File: config.mk
export PLATFORM = sky130hd
export DESIGN_NAME = serial_bit_feeder_flat
export DESIGN_NICKNAME = d
export VERILOG_FILES = /design/src/rtl/serial_bit_feeder_if.sv /design/src/rtl/serial_bit_feeder.sv /design/src/flat_wrapper.sv
export SDC_FILE = /design/constraint.sdc
export NUM_CORES = 1
export LEC_CHECK = 0
export CELL_PAD_IN_SITES_DETAIL_PLACEMENT = 0
export CELL_PAD_IN_SITES_GLOBAL_PLACEMENT = 1
export CORE_ASPECT_RATIO = 1.1
export CORE_MARGIN = 5
export CORE_UTILIZATION = 39
export CTS_CLUSTER_DIAMETER = 80
export DETAILED_ROUTE_END_ITERATION = 7
export GPL_TIMING_DRIVEN = 0
export PLACE_DENSITY_LB_ADDON = 0.1
export SYNTH_ARGS = -nofsm -noshare
export SYNTH_HDL_FRONTEND = slang
export SYNTH_SLANG_ARGS = --single-unit
File: constraint.sdc
create_clock -name clk -period 2.4 [get_ports clk]
set_clock_uncertainty 0.1 [all_clocks]
set_input_delay 0.24 -clock clk [delete_from_list [all_inputs] [get_ports clk]]
set_output_delay 0.24 -clock clk [all_outputs]
set_load 0.005 [all_outputs]
File: src/rtl/serial_bit_feeder_if.sv
// Handshake and serial-output bundle for serial_bit_feeder.
// The slave modport is the feeder side; the master modport is the word source / monitor side.
interface serial_bit_feeder_if #(
  parameter int DATA_W = 8
);
  logic [DATA_W-1:0] in_data;
  logic              in_valid;
  logic              in_ready;
  logic              x;
  logic              x_valid;
  logic              word_done;

  modport master (
    output in_data,
    output in_valid,
    input  in_ready,
    input  x,
    input  x_valid,
    input  word_done
  );

  modport slave (
    input  in_data,
    input  in_valid,
    output in_ready,
    output x,
    output x_valid,
    output word_done
  );
endinterface

File: src/rtl/serial_bit_feeder.sv
// Parallel-to-serial feeder: MSB-first, one bit per clock, with a one-word holding buffer.
// Optional feature: define SER_PARITY_EN to append an even-parity bit after each word's LSB.
module serial_bit_feeder #(
  parameter int DATA_W = 8
) (
  input  logic                 clk,
  input  logic                 rst_n,
  serial_bit_feeder_if.slave   bus
);

`ifdef SER_PARITY_EN
  localparam int FRAME_LEN = DATA_W + 1;
`else
  localparam int FRAME_LEN = DATA_W;
`endif
  localparam int CNT_W = $clog2(DATA_W + 1) + 1;
  localparam logic [CNT_W-1:0] LAST_CNT = CNT_W'(FRAME_LEN - 1);

  localparam logic [0:0] ST_IDLE  = 1'b0;
  localparam logic [0:0] ST_SHIFT = 1'b1;

  logic [0:0]           r_state;
  logic [CNT_W-1:0]     r_cnt;
  logic [FRAME_LEN-1:0] r_shreg;
  logic [DATA_W-1:0]    r_buf;
  logic                 r_buf_full;

  logic                 w_in_ready;
  logic                 w_accept;
  logic                 w_last;
  logic                 w_load_slot;
  logic                 w_bypass;
  logic                 w_load_buf;

  function automatic logic [FRAME_LEN-1:0] makeFrame(input logic [DATA_W-1:0] word);
`ifdef SER_PARITY_EN
    return {word, ^word};
`else
    return word;
`endif
  endfunction

  // Ready is purely registered, so the buffer can never be drained and refilled on one edge.
  assign w_in_ready  = !r_buf_full;
  assign w_accept    = bus.in_valid && w_in_ready;
  assign w_last      = (r_state == ST_SHIFT) && (r_cnt == LAST_CNT);
  assign w_load_slot = (r_state == ST_IDLE) || w_last;
  assign w_bypass    = w_load_slot && !r_buf_full && w_accept;
  assign w_load_buf  = w_load_slot && r_buf_full;

  always_ff @(posedge clk or negedge rst_n) begin
    if (!rst_n) begin
      r_buf      <= '0;
      r_buf_full <= 1'b0;
    end else if (w_load_buf) begin
      r_buf_full <= 1'b0;
    end else if (w_accept && !w_bypass) begin
      r_buf      <= bus.in_data;
      r_buf_full <= 1'b1;
    end
  end

  always_ff @(posedge clk or negedge rst_n) begin
    if (!rst_n) begin
      r_state <= ST_IDLE;
      r_cnt   <= '0;
      r_shreg <= '0;
    end else if (w_load_buf) begin
      r_state <= ST_SHIFT;
      r_cnt   <= '0;
      r_shreg <= makeFrame(r_buf);
    end else if (w_bypass) begin
      r_state <= ST_SHIFT;
      r_cnt   <= '0;
      r_shreg <= makeFrame(bus.in_data);
    end else if (w_load_slot) begin
      r_state <= ST_IDLE;
      r_cnt   <= '0;
      r_shreg <= '0;
    end else begin
      r_cnt   <= r_cnt + CNT_W'(1);
      r_shreg <= r_shreg << 1;
    end
  end

  assign bus.in_ready  = w_in_ready;
  assign bus.x         = (r_state == ST_SHIFT) ? r_shreg[FRAME_LEN-1] : 1'b0;
  assign bus.x_valid   = (r_state == ST_SHIFT);
  assign bus.word_done = w_last;

endmodule

File: src/flat_wrapper.sv
// flat-port wrapper written by rule: the top's interface ports become plain ports
module serial_bit_feeder_flat 
#(
  parameter int DATA_W = 8
)
  (clk, rst_n, bus_in_data, bus_in_valid, bus_in_ready, bus_x, bus_x_valid, bus_word_done);
  serial_bit_feeder_if #(.DATA_W(DATA_W)) bus_i ();
  input  logic clk;
  input  logic rst_n;
  input wire logic [$bits(bus_i.in_data)-1:0] bus_in_data;
  input wire logic [$bits(bus_i.in_valid)-1:0] bus_in_valid;
  output wire logic [$bits(bus_i.in_ready)-1:0] bus_in_ready;
  output wire logic [$bits(bus_i.x)-1:0] bus_x;
  output wire logic [$bits(bus_i.x_valid)-1:0] bus_x_valid;
  output wire logic [$bits(bus_i.word_done)-1:0] bus_word_done;
  assign bus_i.in_data = bus_in_data;
  assign bus_i.in_valid = bus_in_valid;
  assign bus_in_ready = bus_i.in_ready;
  assign bus_x = bus_i.x;
  assign bus_x_valid = bus_i.x_valid;
  assign bus_word_done = bus_i.word_done;
  serial_bit_feeder #(.DATA_W(DATA_W)) u_core (.clk(clk), .rst_n(rst_n), .bus(bus_i));
endmodule
==> results.toml <==
[logic_synthesis]
netlist_area_sq_mm = 0.00104
synth_largest_area_cell = "dfrtp_1"
netlist.area_leader.share = 0.555
ys_ff_latch = 23
yosys-top-cells-area = "dfrtp_1 (55%), mux2_4 (12%), mux2_2 (7.6%), a22o_1 (5.9%), buf_6 (2.2%)"
avgSynthCellArea_sq_um = 14.0
synth_nets = 86
yosysWarnings = 0
syn_inst = 74
synth.distinct_cells = 21
ys_seq_area_frac = 0.555

[timing]
finalCriticalPeriod_ns = 2.16
finalCritPeriodShare = 0.900
fin_hold_ws_ns = 0.370
setup_viol = 0
rsz0062_at_grt = "false"
timing.fmax_mhz = 463
hold_viol_final = 0
relSlewSlack = 0.337
report.final.slew_viol_count = 0
tns_ns = 0
tightest_slew_ns = 0.991

[placed_design]
numPortBuffers = 14
place.gp.congestion = 0.688
hpwl_mm = 1.22

[cts]
numCtsBuffers = 3
cts_buffer_depth = 2
cts.sinks = 23
cts_tree = "done"
cts_resized = 0
cts_root_buf = "clkbuf_4"
clk-insertion-delay-late_ns = 0.30
clkSlewWorstSetupHoldPaths_ns = 0.12
post-cts-setup-buffer-count = 0
cts-htree-levels = 1
postCtsHoldBufs = 0

[global_routing]
grt_usage = 0.107
antenna_found_initial = 0
grt_pass1_wl_mm = 3.08
grt_max_degree = 24
grt_pass1_vias = 675
overflow = 0

[run]
cap_violations = 0

[floorplan]
dieArea_sq_mm = 0.00379
ios = 15
core_region_area_sq_mm = 0.00252
row_count = 19
die_h_um = 64.1
initial_core_util = 0.412
dieWidth_um = 59.2

[cells_and_area]
finalNetCount = 105
ff_latch_area_sq_um = 576
layout_common_cells = "dfrtp_1 (23), clkdlybuf4s50_1 (14), mux2_4 (8)"
drive_gt1_frac = 0.261
diodes = 0
multi_input_area_sq_um = 414
final_common_cell = "dfrtp_1"
fillers = 253
synthToLayoutAreaGrowth_pct = 19.9

[power]
power_mw = 1.32
power.density_mw_per_mm2 = 1060
irDropWorstVdd_v = 0.000586
p_leak_nw = 0.568

[critical_path]
arrival_ns = 1.82
critPathMaxFanout = 3
cp-end-kind = "output pin"
crit_path_start_kind = "flop"
regToRegStartpoint = "u_core.r_cnt[0]"
crit_type = "reg -> out"
cp.required_ns = 2.06
crit_path_start = "u_core.r_cnt[0]"

[hold_path]
hold_class = "in -> async"

[drt]
vias_per_cell = 4.89
drc = 0
wl_per_cell_um = 14.1
routed_wl_mm = 1.74
ant_nets = 0
first_pass_iters = 4
routed-via-count = 602
drt_iter0_markers = 10

[outcome]
status = "finished, final reports clean"
-- Yosys cell counts --
master    count
and4bb_1      1
dfrtp_1      23
inv_1         2
xor2_1        2
nor2b_1       1
nor2_1        5
mux2_4        8
nand3_1       2
a22o_1        7
a21boi_0      1
nand2_1       3
nand2b_4      1
and2_2        1
mux2_2        7
clkbuf_8      1
clkbuf_1      1
ha_1          1
xnor2_1       1
buf_6         2
and2_1        3
and3b_1       1
-- area by class of cell --
class	instances	share of cell area
Clock inverter	1	0.00402
Tap cell	31	0.0312
Timing Repair Buffer	14	0.113
Clock buffer	3	0.0181
Sequential cell	23	0.463
Multi-Input combinational cell	45	0.333
Inverter	2	0.00604
Buffer	4	0.0322
-- power breakdown --
part,total [mW],internal [mW],switching [mW]
Combinational,0.535,0.351,0.183
Clock,0.172,0.0620,0.110
Sequential,0.617,0.540,0.0774
Total,1.32,0.953,0.371
-- metrics by stage --
step                cells  instance area, sq um  utilization  setup slack, ns
global route          123                  1240        0.494            0.144
global placement      119                  1220        0.483            0.486
finish                123                  1240        0.494            0.241
CTS                   123                  1240        0.494            0.221
detailed placement    119                  1220        0.483            0.466
floorplan              74                  1040            -            0.710
-- critical path: stages, from the launching register on --
cell and delay (ns):
dfrtp_1 0.42, ha_1 0.24, and4bb_1 0.24, and2_2 0.19
clkdlybuf4s50_1 0.43
-- kinds of logic (layout without fill, tap and decap cells) --
family | count (synthesis) | count (layout) | share of synthesized area
buffers and inverters | 6 | 24 | 0.0458
XOR/XNOR | 3 | 3 | 0.0253
AND/OR/NAND/NOR | 18 | 18 | 0.104
AO/OA/AOI/OAI | 8 | 8 | 0.0663
multiplexers | 15 | 15 | 0.192
flip-flops | 23 | 23 | 0.555
adder cells (fa/ha/maj) | 1 | 1 | 0.0121
-- final timing paths --
path	end	slack (ns)	depth (start not counted)
setup reg to reg	u_core.r_buf[5]	0.58	5
hold reg to reg	u_core.r_cnt[0]	0.37	1
max in group asynchronous	u_core.r_buf[6]	1.23	1
setup / recovery	bus_word_done	0.24	4
min in group clk	u_core.r_cnt[0]	0.37	1
hold / removal	u_core.r_cnt[4]	0.37	1
-- metal layers --
layer  up-vias  part of all wire  global-route usage
met1       296              0.45               0.145
met2        14              0.49               0.169
met5         -                 0                   0
li1        290                 -                   -
met3         2             0.059              0.0221
met4         0            0.0063              0.0340
-- sequential cells by signal, indices dropped and copies added (netlist names) --
signal / cells
u_core.r_shreg: 8
u_core.r_cnt: 5
u_core.r_buf_full: 1
u_core.r_buf: 8
u_core.bus.x_valid: 1
Note: power is estimated with default switching activity, not from simulation.
